**src/rtl/fini_pkg.sv**
```systemverilog
// fini_pkg: shared constants, FSM state encoding and helpers for the FINI
// multiply-and-correct arbiter.
//   K, N       : default fault tolerance and replica count (N = 2K+1)
//   state_e    : arbiter FSM states
//   majority() : majority vote over the low n bits of a word
//   id_width() : requester index width
package fini_pkg;

  localparam int unsigned K         = 2;
  localparam int unsigned N         = 2 * K + 1;
  localparam int unsigned MAJ_MAX_W = 64;

  typedef enum logic [1:0] {
    IDLE = 2'd0,
    EXEC = 2'd1,
    RESP = 2'd2
  } state_e;

  // 1 iff strictly more than half of the low n bits of p are set
  function automatic logic majority(input logic [MAJ_MAX_W-1:0] p, input int unsigned n);
    int unsigned ones;
    ones = 0;
    for (int unsigned i = 0; i < MAJ_MAX_W; i++) begin
      if (i < n) ones += 32'(p[i]);
    end
    return (ones >= (n / 2) + 1);
  endfunction

  // Index width for nreq requesters, never narrower than one bit
  function automatic int unsigned id_width(input int unsigned nreq);
    return (nreq > 1) ? $clog2(nreq) : 1;
  endfunction

endpackage

```
**src/rtl/fini_and_correct.sv**
```systemverilog
// fini_and_correct: combinational FINI multiply-and-correct datapath.
//   a, b : replicated-bit operands (N copies each)
//   c    : majority-corrected product codeword (all-0 or all-1)
//   err  : per-replica product was not unanimous
module fini_and_correct
  import fini_pkg::majority;
  import fini_pkg::MAJ_MAX_W;
#(
  parameter int unsigned N = fini_pkg::N
) (
  input  logic [N-1:0] a,
  input  logic [N-1:0] b,
  output logic [N-1:0] c,
  output logic         err
);

  logic [N-1:0] p;
  logic         maj;

  assign p   = a & b;
  assign maj = majority(MAJ_MAX_W'(p), N);
  assign c   = {N{maj}};
  assign err = (p != '0) && (p != '1);

endmodule

```
**src/rtl/fini_mul_arbiter.sv**
```systemverilog
// fini_mul_arbiter: round-robin front-end sharing one FINI multiply-and-correct
// datapath between NREQ requesters.
//   clk, rst_n           : clock, asynchronous active-low reset
//   req_valid/req_ready  : per-requester request handshake (ready is one-hot)
//   req_a, req_b         : operand codewords, requester i at [i*N +: N]
//   rsp_valid/rsp_ready  : response handshake
//   rsp_id, rsp_c        : owning requester and corrected codeword
//   rsp_err              : correction acted on this response
//   err_cnt              : saturating count of corrected responses
module fini_mul_arbiter
  import fini_pkg::state_e;
  import fini_pkg::IDLE;
  import fini_pkg::EXEC;
  import fini_pkg::RESP;
  import fini_pkg::id_width;
#(
  parameter  int unsigned K     = fini_pkg::K,
  parameter  int unsigned NREQ  = 2,
  parameter  int unsigned CNT_W = 8,
  localparam int unsigned N     = 2 * K + 1,
  localparam int unsigned ID_W  = id_width(NREQ)
) (
  input  logic                clk,
  input  logic                rst_n,
  input  logic [NREQ-1:0]     req_valid,
  output logic [NREQ-1:0]     req_ready,
  input  logic [NREQ*N-1:0]   req_a,
  input  logic [NREQ*N-1:0]   req_b,
  output logic                rsp_valid,
  input  logic                rsp_ready,
  output logic [ID_W-1:0]     rsp_id,
  output logic [N-1:0]        rsp_c,
  output logic                rsp_err,
  output logic [CNT_W-1:0]    err_cnt
);

  state_e          state, state_n;
  logic [ID_W-1:0] ptr, win, op_id;
  logic            any_valid, grant;
  logic [N-1:0]    win_a, win_b, op_a, op_b, dp_c;
  logic            dp_err;

  // Round-robin pick: first valid requester at or after ptr, wrapping
  always_comb begin
    int unsigned idx;
    win       = ptr;
    any_valid = 1'b0;
    idx       = 0;
    for (int unsigned i = 0; i < NREQ; i++) begin
      idx = 32'(ptr) + i;
      if (idx >= NREQ) idx = idx - NREQ;
      if (!any_valid && req_valid[ID_W'(idx)]) begin
        any_valid = 1'b1;
        win       = ID_W'(idx);
      end
    end
  end

  // Operand select for the current winner
  always_comb begin
    win_a = '0;
    win_b = '0;
    for (int unsigned i = 0; i < NREQ; i++) begin
      if (win == ID_W'(i)) begin
        win_a = req_a[i*N +: N];
        win_b = req_b[i*N +: N];
      end
    end
  end

  // Next state and grant; a RESP handshake may re-grant in the same cycle
  always_comb begin
    state_n = state;
    grant   = 1'b0;
    case (state)
      IDLE: begin
        if (any_valid) begin
          grant   = 1'b1;
          state_n = EXEC;
        end
      end
      EXEC: state_n = RESP;
      RESP: begin
        if (rsp_ready) begin
          if (any_valid) begin
            grant   = 1'b1;
            state_n = EXEC;
          end else begin
            state_n = IDLE;
          end
        end
      end
      default: state_n = IDLE;
    endcase
  end

  // One-hot ready to the winner (combinational from req_valid/rsp_ready)
  always_comb begin
    req_ready = '0;
    for (int unsigned i = 0; i < NREQ; i++) begin
      req_ready[i] = grant && (win == ID_W'(i));
    end
  end

  fini_and_correct #(.N(N)) u_dp (
    .a   (op_a),
    .b   (op_b),
    .c   (dp_c),
    .err (dp_err)
  );

  // State, pointer and operand capture
  always_ff @(posedge clk or negedge rst_n) begin
    if (!rst_n) begin
      state <= IDLE;
      ptr   <= '0;
      op_a  <= '0;
      op_b  <= '0;
      op_id <= '0;
    end else begin
      state <= state_n;
      if (grant) begin
        op_a  <= win_a;
        op_b  <= win_b;
        op_id <= win;
        ptr   <= (32'(win) == NREQ - 1) ? '0 : win + ID_W'(1);
      end
    end
  end

  // Response registers; the fault count is taken when the result is formed
  always_ff @(posedge clk or negedge rst_n) begin
    if (!rst_n) begin
      rsp_valid <= 1'b0;
      rsp_id    <= '0;
      rsp_c     <= '0;
      rsp_err   <= 1'b0;
      err_cnt   <= '0;
    end else begin
      rsp_valid <= (state_n == RESP);
      if (state == EXEC) begin
        rsp_c   <= dp_c;
        rsp_err <= dp_err;
        rsp_id  <= op_id;
        if (dp_err && (err_cnt != '1)) err_cnt <= err_cnt + CNT_W'(1);
      end
    end
  end

endmodule

```
**config.mk**
```make
export PLATFORM = sky130hd
export DESIGN_NAME = fini_mul_arbiter
export DESIGN_NICKNAME = d
export VERILOG_FILES = /design/src/rtl/fini_pkg.sv /design/src/rtl/fini_and_correct.sv /design/src/rtl/fini_mul_arbiter.sv
export SDC_FILE = /design/constraint.sdc
export NUM_CORES = 1
export LEC_CHECK = 0
export BUFFER_PORTS_ARGS = -buffer_cell sky130_fd_sc_hd__clkbuf_2
export CORE_ASPECT_RATIO = 1.2
export CORE_MARGIN = 3
export CORE_UTILIZATION = 38
export DETAILED_ROUTE_END_ITERATION = 8
export GPL_ROUTABILITY_DRIVEN = 1
export PLACE_DENSITY = 0.65
export RECOVER_POWER = 50
export SLEW_MARGIN = 20
export SYNTH_ARGS = -nofsm -noshare
export SYNTH_HDL_FRONTEND = slang
export SYNTH_SLANG_ARGS = --single-unit
```
**constraint.sdc**
```tcl
create_clock -name clk -period 4.3 [get_ports clk]
set_input_delay 0.215 -clock clk [delete_from_list [all_inputs] [get_ports clk]]
set_output_delay 0.215 -clock clk [all_outputs]
set_load 0.02 [all_outputs]
```
### Word level (Yosys, flattened, before mapping)

Cells that the tools add are included.

* register bits after elaboration: 26

* bitwise gates (word level): 2
* magnitude comparators: 5
* reductions and logical operators: 9
* multiplexer cells: 20
* $add $sub $neg: 9
* eq/ne operators: 5

Operator list (number)
* $add 32x1->32: 3
* $ge 32x2->1 const B: 1
* $mux 1: 14
* $mux 5: 2
* $add 8x1->8 const B: 1
* $ne 8x8->1 const B: 1
* $pmux 2 s3: 1
* $and 5x5->5: 1
* $logic_and 1x1->1: 5
* $ne 5x5->1 const B: 1
* $reduce_bool 5->1: 1
* $eq 2x2->1 const B: 2
* $lt 1x2->1 const B: 2
* $mux 2: 2
* $add 1x1->2: 1
* $add 1x1->2 const B: 1
* $eq 2x1->1 const B: 1
* $ge 1x2->1 const B: 1
* $ge 2x2->1 const B: 1
* $logic_not 2->1: 1
* $pmux 1 s2: 1
* $reduce_and 2->1: 1
* $sub 1x1->1 const B: 2
* $add 1x1->1 const B: 1
* 2 further kinds: 2

### Longest topological paths before layout

Gate-level depths: netlist of the first run.

* word-level depth: 12
* mapped depth: 11

### Hierarchy

Synthesis of the first run repeated with hierarchy kept, for this count alone.

* cells, all modules: 135
* area total of the unflattened synthesis: 1625.3 sq um

By module, submodules not included
* fini_mul_arbiter: cells each 110, times used 1, sequential area each 750.7 sq um, area each 1428.9 sq um
* fini_and_correct: cells each 25, times used 1, sequential area each 0.0 sq um, area each 196.4 sq um

### Worst setup path after synthesis of the first run

No wires, ideal clock.

* kind: flip-flop to flip-flop
* from: reg op_a[0]
* to: reg, netlist name rsp_c[0]
* library setup time: 0.082 ns
* data required time: 4.218 ns
* setup slack: 2.024 ns
* arrival time: 2.194 ns
* period minus slack after synthesis: 2.276 ns
* stages on the path, launching flop included: 11
* cells stage by stage: dfrtp_1 > and2_1 > ha_1 > inv_1 > fa_1 > inv_1 > ha_1 > inv_1 > fa_1 > nand2b_1 > a31oi_1

* word-level cells in the longest chain between the ends: 6

Ends and longest elaborated chain
* from (decl): line fini_mul_arbiter.sv:40 `logic [N-1:0] win_a, win_b, op_a, op_b, dp_c;`
* from (signal assigned): line fini_mul_arbiter.sv:123 `op_a <= win_a;`
* $and 5x5->5: line fini_and_correct.sv:20 `assign p = a & b;`
* $add 1x1->2: line fini_pkg.sv:24 `if (i < n) ones += 32'(p[i]);`
* $add 32x1->32 (3 in series): line fini_pkg.sv:24
* $ge 32x2->1: line fini_pkg.sv:26 `return (ones >= (n / 2) + 1);`

No other way between the ends.
A chain may end at the register's enable or synchronous reset.

### Worst setup path after layout of the first run

* from: reg op_a[0]
* to: reg, netlist name rsp_c[0]

* word-level cells in the longest chain between the ends: 6

Ends and longest elaborated chain (line)
* $and 5x5->5: fini_and_correct.sv:20
* $add 1x1->2: fini_pkg.sv:24
* $add 32x1->32 (3 in series): fini_pkg.sv:24
* $ge 32x2->1: fini_pkg.sv:26

No other way between the ends.

==> results of run 1 <==
==> cells in the mapped netlist (3+ instances only) <==
cell and instances:
dfrtp_1 26, and2_1 12, a221o_1 9, nand2_1 9
inv_1 8, nand2b_1 6, nor3_1 6, xor2_1 5
buf_4 4, ha_1 4, o21ai_0 4, buf_2 3
nor2b_1 3
==> power by group <==
part           leakage [nW]  switching, W  internal (W)
Clock                0.0357     0.0000772      0.000125
Combinational         0.448      0.000278      0.000223
Sequential            0.326     0.0000955      0.000349
==> cell families (layout without fill, tap and decap cells) <==
group | after synthesis | in the layout | share of synthesized area, %
multiplexers | 4 | 4 | 3.60
adder cells (fa/ha/maj) | 6 | 6 | 6.64
XOR/XNOR | 5 | 5 | 3.23
AND/OR/NAND/NOR | 47 | 47 | 19.8
buffers and inverters | 15 | 57 | 5.53
AO/OA/AOI/OAI | 19 | 19 | 13.2
flip-flops | 26 | 26 | 48.0
==> routing by layer <==
layer  vias up  global-route usage (%)
met5         -                       0
met4         0                    5.54
met3         4                    2.52
met2        38                    23.3
met1       495                    16.1
li1        508                       -
==> worst max-delay path, delay by kind of cell, from the launching register on <==
| kind | cells | cell delay [ps] |
|---|---|---|
| AO/OA/AOI/OAI | 1 | 150 |
| AND/OR/NAND/NOR | 2 | 320 |
| adder cells (fa/ha/maj) | 4 | 1300 |
| buffers and inverters | 3 | 140 |
| flip-flops | 1 | 390 |
==> timing repair <==
| item | in CTS | in global routing |
|---|---|---|
| buffers inserted | 0 | 0 |
| hold endpoints to repair | 26 | 0 |
| hold buffers | 1 | 0 |
==> cells in the final DEF, fill, tap and decap left out, types with 2 or more instances in the layout <==
cell type,instances
a221o_1,9
nand2_1,9
dfrtp_1,26
xor2_1,5
ha_1,4
buf_4,2
fa_1,2
clkbuf_2,34
nand2b_1,6
clkbuf_1,8
o21ai_0,4
nor2b_1,3
a21o_1,2
nor4b_1,2
nor2_1,2
inv_1,8
mux2_1,2
and2_1,12
nor3_1,6
nand3_1,2
clkbuf_8,3
nand4_1,2
==> metrics by stage <==
| stage | hold slack, ps | area, um^2 | total power, W | util [%] | worst slack [ps] |
|---|---|---|---|---|---|
| floorplan | -80.6 | 1360 | 0.000826 | - | 2020 |
| global placement | 262 | 1580 | 0.000941 | 46.6 | 1990 |
| detailed placement | 276 | 1580 | 0.000966 | 46.6 | 1910 |
| CTS | 167 | 1660 | 0.00117 | 49.0 | 1900 |
| global route | 176 | 1650 | 0.00125 | 48.7 | 1770 |
| finish | 173 | 1650 | 0.00115 | 48.7 | 1920 |
==> sequential cells by signal, indices dropped and copies added, names as in the netlist <==
| name | cells |
|---|---|
| rsp_id | 1 |
| state | 2 |
| op_id | 1 |
| op_a | 5 |
| err_cnt | 8 |
| op_b | 5 |
| rsp_valid | 1 |
| ptr | 1 |
| rsp_c | 1 |
| rsp_err | 1 |
==> how the worst max path moves through the flow <==
stage                     slack, ps  depth (start not counted)        to     from
after global placement         1990                         10  rsp_c[0]  op_a[0]
after floorplan                2020                         10  rsp_c[0]  op_a[0]
final                          1920                         10  rsp_c[0]  op_a[0]
after global routing           1770                         10  rsp_c[0]  op_a[0]
after detailed placement       1910                         10  rsp_c[0]  op_a[0]
after CTS                      1900                         10  rsp_c[0]  op_a[0]
==> final cells by class <==
| cell class | count | area, um^2 | share of cell area (%) |
|---|---|---|---|
| Sequential cell | 26 | 651 | 39.3 |
| Multi-Input combinational cell | 81 | 631 | 38.1 |
| Timing Repair Buffer | 45 | 225 | 13.6 |
| Tap cell | 37 | 46.3 | 2.80 |
| Clock buffer | 3 | 41.3 | 2.50 |
| Clock inverter | 1 | 30.0 | 1.82 |
| Inverter | 8 | 30.0 | 1.82 |
==> results.tsv, run 1 <==
metric	value	unit
outcome	finished clean	
cts-root-buf	clkbuf_8	
boundaryPins	43	
setup_viol	0	
routed_via_density	5.20	
grt_pass1_vias	1093	
min_to	op_b[3]	
synth_edf_count	0	
ys_seq_area_share	48.0	%
slew_violations	0	
wl_per_cell	12.8	um
grt-ovfl-total	0	
crit_path_frequent_cell	inv_1	
tightest_slew	1390	ps
cellLeakagePower	0.810	nW
async_reset_ff_share	100	%
path_class	reg2reg	
postCtsResizedCells	0	
grt_pass1_wl	4530	um
drive_above_1_share	27.4	%
clk_pin_slew	90	ps
die-area	0.00432	mm^2
cp_max_fo	2	
wl_met3	176	um
numCtsBuffers	3	
ir_worst_vdd	0.322	mV
yosys.area.top_type	dfrtp_1	
clock_sinks	26	
vias	1045	
yosysTopAreaCellShare	48.0	%
htreeDepth	1	
timing.rr.end	rsp_c[0]	
skew	5.70	ps
synth_flop_cell	dfrtp_1	
hp-class	in2reg	
holdCritStartpoint	req_b[3]	
cts_buffer_depth	2	
postSynthCellCount	122	
finalHoldViolCount	0	
drtIter0Drc	43	
crit-reg2reg-launch	op_a[0]	
dieHeight	71.4	um
areaGrowthSynthToFinish	22.0	%
tritoncts	yes	
ys_ff_latch	26	
max_freq	0.420	GHz
critPathLaunchType	flip-flop	
required	4500	ps
postRouteAntennaNets	0	
ys_types	29	
n_fill_cell	330	
cp_slowest_cell	fa_1	
die_x	60.5	um
powerDensity	694	mW/mm^2
netlist_area	0.00136	mm^2
grt_max_degree	27	
end_kind	flip-flop	
r2r_slack	1920	ps
avgSynthCellArea	11.1	um^2
gp_congestion	0.821	
clkLatencyLatePin	270	ps
coreArea	0.00340	mm^2
wl_met1	1120	um
dp_hpwl	2050	um
synthTopCellsByArea	dfrtp_1 (48%), a221o_1 (6.6%), and2_1 (5.5%), ha_1 (3.7%), xor2_1 (3.2%)	
finalNonFillerCells	201	
max_slew_margin	7.66	%
grtUsageTotal	13.5	%
grt_antenna_before_repair	0	
route.detailed.drc	0	
totalWireLength	2580	um
antenna_cells	0	
met2_length	1250	um
r2r_cells	10	
synth_nets	153	
nets	196	
crit_arrival	2580	ps
std_cell_rows	23	
dr.pass1.iters	3	
portBuffers	42	
post-route-min-period	2380	ps
finalCritPeriodShare	55.4	%
rsz0062_at_grt	no	
drv_cap	0	
top_layer	met4	
holdPathStages	2	
cp_cell_sequence	and2_1, ha_1, inv_1, fa_1, inv_1, ha_1, inv_1, fa_1, nand2b_1, a31oi_1	
placedCellCount	196	
ys_warn_count	0	
start_util	39.9	%
tns	0	ps
crit_path_max_incr_delay	470	ps
(Power assumes the default switching activity.)
==> run 2: changes to the inputs <==
- PLACE_DENSITY: 0.65 -> 0.68
- clock period: 4.3 -> 2 ns (I/O delays scaled with it)
==> run 2 against run 1 <==
The run now ends with negative setup slack left. Count of clock-buffer cells in the layout stayed put. Clock power rose by 110%. Core utilization up 3.9 points. Sequential cell count did not move. Worst setup slack worse by 2300 ps. Sequential share of layout area decreased by 2.9 points. Critical endpoint unchanged. Largest cell class is now multi-input combinational cells.
==> results.tsv, run 2 (synthesized netlist as in run 1, its figures left out) <==
metric	value	unit	change
outcome	finished with violations		
violations	negative setup slack		
areaGrowthSynthToFinish	31.6	%	
grt_pass1_wl	4610	um	+1.7%
antenna_cells	0		unchanged
numCtsBuffers	3		unchanged
crit_path_max_incr_delay	530	ps	+60 ps
grt_max_degree	27		unchanged
htreeDepth	1		unchanged
tightest_slew	1370	ps	-10.7 ps
nets	208		+6.1%
boundaryPins	43		unchanged
top_regs	err_cnt: 8 flops, op_a: 5 flops, op_b: 5 flops		
gp_congestion	0.765		-6.8%
r2r_slack	-430	ps	-2350 ps
die-area	0.00432	mm^2	unchanged
n_fill_cell	310		-6.1%
worst_slack	-430	ps	-2350 ps
path_buf_inv	3		unchanged
setup_viol	1		+1
regMostFlops	err_cnt		
cellLeakagePower	0.881	nW	+8.8%
tritoncts	yes		
cts_buffer_depth	2		unchanged
critPathLaunchType	flip-flop		
std_cell_rows	23		unchanged
max_slew_margin	8.37	%	+0.71 points
required	2160	ps	-2340 ps
clkLatencyLatePin	270	ps	about the same
start_util	39.9	%	unchanged
cp_max_fo	2		unchanged
drtIter0Drc	45		+4.7%
skew	6.48	ps	+0.776 ps
crit-reg2reg-launch	op_b[0]		
crit_arrival	2590	ps	about the same
powerDensity	1540	mW/mm^2	+120%
end_kind	flip-flop		
cpLargestDelayFamily	adder cells		
final_cell_mix	clkbuf_2 (35), dfrtp_1 (26), buf_4 (14)		
dp_hpwl	2140	um	+4.4%
routed_via_density	5.11		-1.8%
holdPathStages	2		unchanged
placedCellCount	203		+3.6%
route.detailed.drc	0		unchanged
finalNonFillerCells	213		+6.0%
max_freq	0.412	GHz	-2.0%
cp_slowest_cell	fa_1		
grt_antenna_before_repair	0		unchanged
r2r_cells	10		unchanged
drv_cap	0		unchanged
coreArea	0.00340	mm^2	unchanged
drive_above_1_share	36.9	%	+9.5 points
rsz0062_at_grt	yes		
cp_cell_sequence	and2_4, ha_4, inv_2, fa_1, inv_1, ha_2, inv_2, fa_1, nand2b_4, a31oi_4		
largest_reg_flops	8		unchanged
die_x	60.5	um	unchanged
post-route-min-period	2430	ps	+48.9 ps
portBuffers	42		unchanged
finalCritPeriodShare	121	%	+66 points
min_to	op_b[4]		
cts-root-buf	clkbuf_8		
totalWireLength	2810	um	+9.0%
path_class	reg2reg		
layout_commonest_cell	clkbuf_2		
postRouteAntennaNets	0		unchanged
slew_violations	0		unchanged
grt_pass1_vias	1081		-1.1%
ir_worst_vdd	0.763	mV	+140%
grt-ovfl-total	0		unchanged
clock_sinks	26		unchanged
dieHeight	71.4	um	unchanged
dr.pass1.iters	4		+1
vias	1088		+4.1%
hp-class	in2reg		
grtUsageTotal	13.6	%	+0.10 points
clk_pin_slew	90	ps	about the same
hold_ws	47.4	ps	-125 ps
finalHoldViolCount	0		unchanged
wl_per_cell	13.2	um	+2.9%
timing.rr.end	rsp_c[0]		
finalPower	0.00275	W	+140%
holdCritStartpoint	req_b[4]		
run 2: cell count changes in the layout (fill, tap and decap cells not counted), moves of 2 or more:
cell   before  now
inv_2       0    2
inv_1       8    6
buf_4       2   14
ha_1        4    2
run 2: power breakdown:
group          internal [W]  total [W]  switching (W)
sequential         0.000751   0.000931       0.000180
combinational      0.000663    0.00138       0.000722
clock              0.000268   0.000431       0.000164
total               0.00168    0.00275        0.00107
run 2: layout make-up:
cell class                      instances  area, um^2  area share, %
Timing Repair Buffer                   57         317           17.7
Clock buffer                            3        41.3           2.31
Multi-Input combinational cell         81         671           37.6
Inverter                                8        30.0           1.68
Sequential cell                        26         651           36.4
Clock inverter                          1        30.0           1.68
Tap cell                               37        46.3           2.59
run 2: metrics by stage:
step	TNS (ps)	area, um^2	utilization, %	setup WS (ps)
finish	-430	1790	52.6	-430
global route	-495	1790	52.6	-495
CTS	-392	1720	50.6	-392
detailed placement	-356	1640	48.2	-356
global placement	-268	1640	48.2	-268
floorplan	-235	1360	-	-235
run 2: worst max path at each step:
stage	from	endpoint	slack [ps]	cells after the start
after floorplan	op_a[0]	rsp_c[0]	-240	10
after global placement	op_a[0]	rsp_c[0]	-270	10
after detailed placement	op_a[0]	rsp_c[0]	-360	10
after CTS	op_a[0]	rsp_c[0]	-390	10
after global routing	op_b[0]	rsp_c[0]	-500	10
final	op_b[0]	rsp_c[0]	-430	10
run 2: per-layer routing:
metal / global-route usage [%] / share of wire (%) / vias to the layer above
met5: 0 / 0 / -
li1: - / - / 534
met2: 24.9 / 53 / 31
met3: 3.06 / 5.5 / 2
met4: 2.17 / 0.36 / 0
met1: 16.2 / 41 / 521
run 2: repair_timing:
action / CTS / global route
setup endpoints to repair: 1 / 1
cloned: 0 / 0
endpoints found under the hold margin: 26 / 0
resized for setup: 0 / 6
setup buffers: 0 / 5
pin swaps: 0 / 5
hold buffers: 1 / 0
==> run 3: changes to the inputs <==
- CORE_ASPECT_RATIO: 1.2 -> 1.75
==> run 3 against run 2 <==
The flow still finishes with violations (negative setup slack). Global-route usage up 0.62 points. Total power shrank 7.0%. Final cell count up 1.4%. Die area up 0.58%. Sequential power rose by 1%. First-iteration DRC count down 60%. Clock skew grew 3.1 ps. Clock power fell by 22%. Critical path depth unchanged. Sequential share of layout area rose by 1.2 points. Critical path type unchanged. Critical endpoint unchanged. Largest power group unchanged.
==> results.tsv, run 3 (synthesized netlist as in run 1, its figures left out) <==
metric	value	unit	change
r2r_cells	10		unchanged
finalHoldViolCount	0		unchanged
finalCritPeriodShare	116	%	-5.3 points
nets	203		-2.4%
largest_reg_flops	8		unchanged
crit_path_max_incr_delay	480	ps	-50 ps
post-route-min-period	2320	ps	-107 ps
routed_via_density	4.86		-4.8%
grtUsageTotal	14.2	%	+0.62 points
grt_pass1_wl	4750	um	+3.0%
cts_buffer_depth	2		unchanged
tightest_slew	1420	ps	+42.2 ps
setup_viol	1		unchanged
clk_pin_slew	90	ps	about the same
start_util	39.9	%	about the same
grt_antenna_before_repair	0		unchanged
rsz0062_at_grt	yes		
numCtsBuffers	3		unchanged
areaGrowthSynthToFinish	27.5	%	
cp_max_fo	2		unchanged
die_x	51.2	um	-15%
cpLargestDelayFamily	adder cells		
slew_violations	0		unchanged
worst_slack	-323	ps	+107 ps
crit_cells	10		unchanged
clock_sinks	26		unchanged
grt_pass1_vias	1127		+4.3%
final_cell_mix	clkbuf_2 (35), dfrtp_1 (26), and2_1 (11)		
portBuffers	42		unchanged
boundaryPins	43		unchanged
cp_cell_sequence	and2_4, ha_4, inv_2, fa_1, inv_1, ha_2, inv_2, fa_1, nand2b_4, a31oi_1		
htreeDepth	1		unchanged
vias	1050		-3.5%
grt_max_degree	27		unchanged
pre_cts_ws	-344	ps	+11.7 ps
postRouteAntennaNets	0		unchanged
placedInstanceArea	0.00164	mm^2	+0.15%
cp_slowest_cell	fa_1		
crit_arrival	2470	ps	-120 ps
path_buf_inv	3		unchanged
route.detailed.drc	0		unchanged
powerDensity	1480	mW/mm^2	-4.0%
hp-class	in2reg		
max_freq	0.430	GHz	+4.6%
final_area	0.00173	mm^2	-3.2%
drive_above_1_share	35.7	%	-1.3 points
dp_hpwl	2190	um	+2.7%
skew	9.59	ps	+3.11 ps
dieHeight	85.0	um	+19%
dr.pass1.iters	4		unchanged
std_cell_rows	28		+22%
die-area	0.00435	mm^2	+0.58%
regMostFlops	err_cnt		
wl_per_cell	12.7	um	-3.7%
coreArea	0.00340	mm^2	about the same
drtIter0Drc	18		-60%
layout_commonest_cell	clkbuf_2		
outcome	finished with violations		
tritoncts	yes		
end_kind	flip-flop		
cts-root-buf	clkbuf_8		
max_slew_margin	5.56	%	-2.8 points
violations	negative setup slack		
holdPathStages	2		unchanged
totalWireLength	2750	um	-2.3%
grt-ovfl-total	0		unchanged
drv_cap	0		unchanged
clkLatencyLatePin	270	ps	about the same
ir_worst_vdd	0.826	mV	+8.3%
critPathLaunchType	flip-flop		
path_class	reg2reg		
antenna_cells	0		unchanged
gp_congestion	0.735		-4.0%
required	2150	ps	about the same
top_regs	err_cnt: 8 flops, op_a: 5 flops, op_b: 5 flops		
cellLeakagePower	0.846	nW	-3.9%
## run 3: cell types whose count changed in the layout (fill, tap and decap cells not counted)
| cell | change |
|---|---|
| inv_2 | +1 |
| buf_4 | -5 |
| nand2_2 | +1 |
| bufinv_16 | -1 |
| a31oi_1 | +1 |
| clkbuf_8 | +1 |
| inv_1 | -1 |
| nand2_1 | -1 |
| a31oi_4 | -1 |
## run 3: cell type report
| cell class | count | area, um^2 |
|---|---|---|
| inverter | 8 | 30.0 |
| multi-input combinational | 81 | 658 |
| sequential | 26 | 651 |
| clock buffer | 4 | 55.1 |
| timing repair buffer | 52 | 279 |
| fill | 319 | 1670 |
| tap | 45 | 56.3 |
## run 3: final timing paths
| path | start | end | slack, ps |
|---|---|---|---|
| worst max register to register | op_a[0] | rsp_c[0] | -320 |
| max in group asynchronous | rst_n | rsp_err | 480 |
| worst min register to register | op_id | op_id | 500 |
| worst max-delay path | op_a[0] | rsp_c[0] | -320 |
| worst min-delay path | req_a[1] | op_a[1] | 50 |
| min in group asynchronous | rst_n | op_a[1] | 680 |
## run 3: timing repair
action	4_1_cts	5_1_grt
gates resized for setup	4	3
endpoints found under the hold margin	26	0
buffers inserted	0	1
endpoints found under the setup margin	1	1
hold buffers	1	0
## run 3: where the power goes
group | internal (W) | switching [W]
sequential | 0.000752 | 0.000190
clock | 0.000176 | 0.000163
combinational | 0.000594 | 0.000680
total | 0.00152 | 0.00103
## run 3: layer usage
metal / up-vias / wire length, um / GRT usage, %
li1: 520 / - / -
met1: 497 / 1050 / 14.6
met2: 31 / 1530 / 27.3
met3: 2 / 137 / 1.58
met4: 0 / 27 / 6.37
met5: - / 0 / 0
## run 3: per-stage QoR
stage	instances	hold WS (ps)	total power [W]	utilization (%)	TNS (ps)
floorplan	122	-196	0.00178	-	-235
global placement	210	149	0.00210	48.3	-268
detailed placement	210	162	0.00216	48.3	-344
CTS	215	48.4	0.00253	50.6	-313
global route	216	48.2	0.00275	50.9	-413
finish	216	53.8	0.00255	50.9	-323
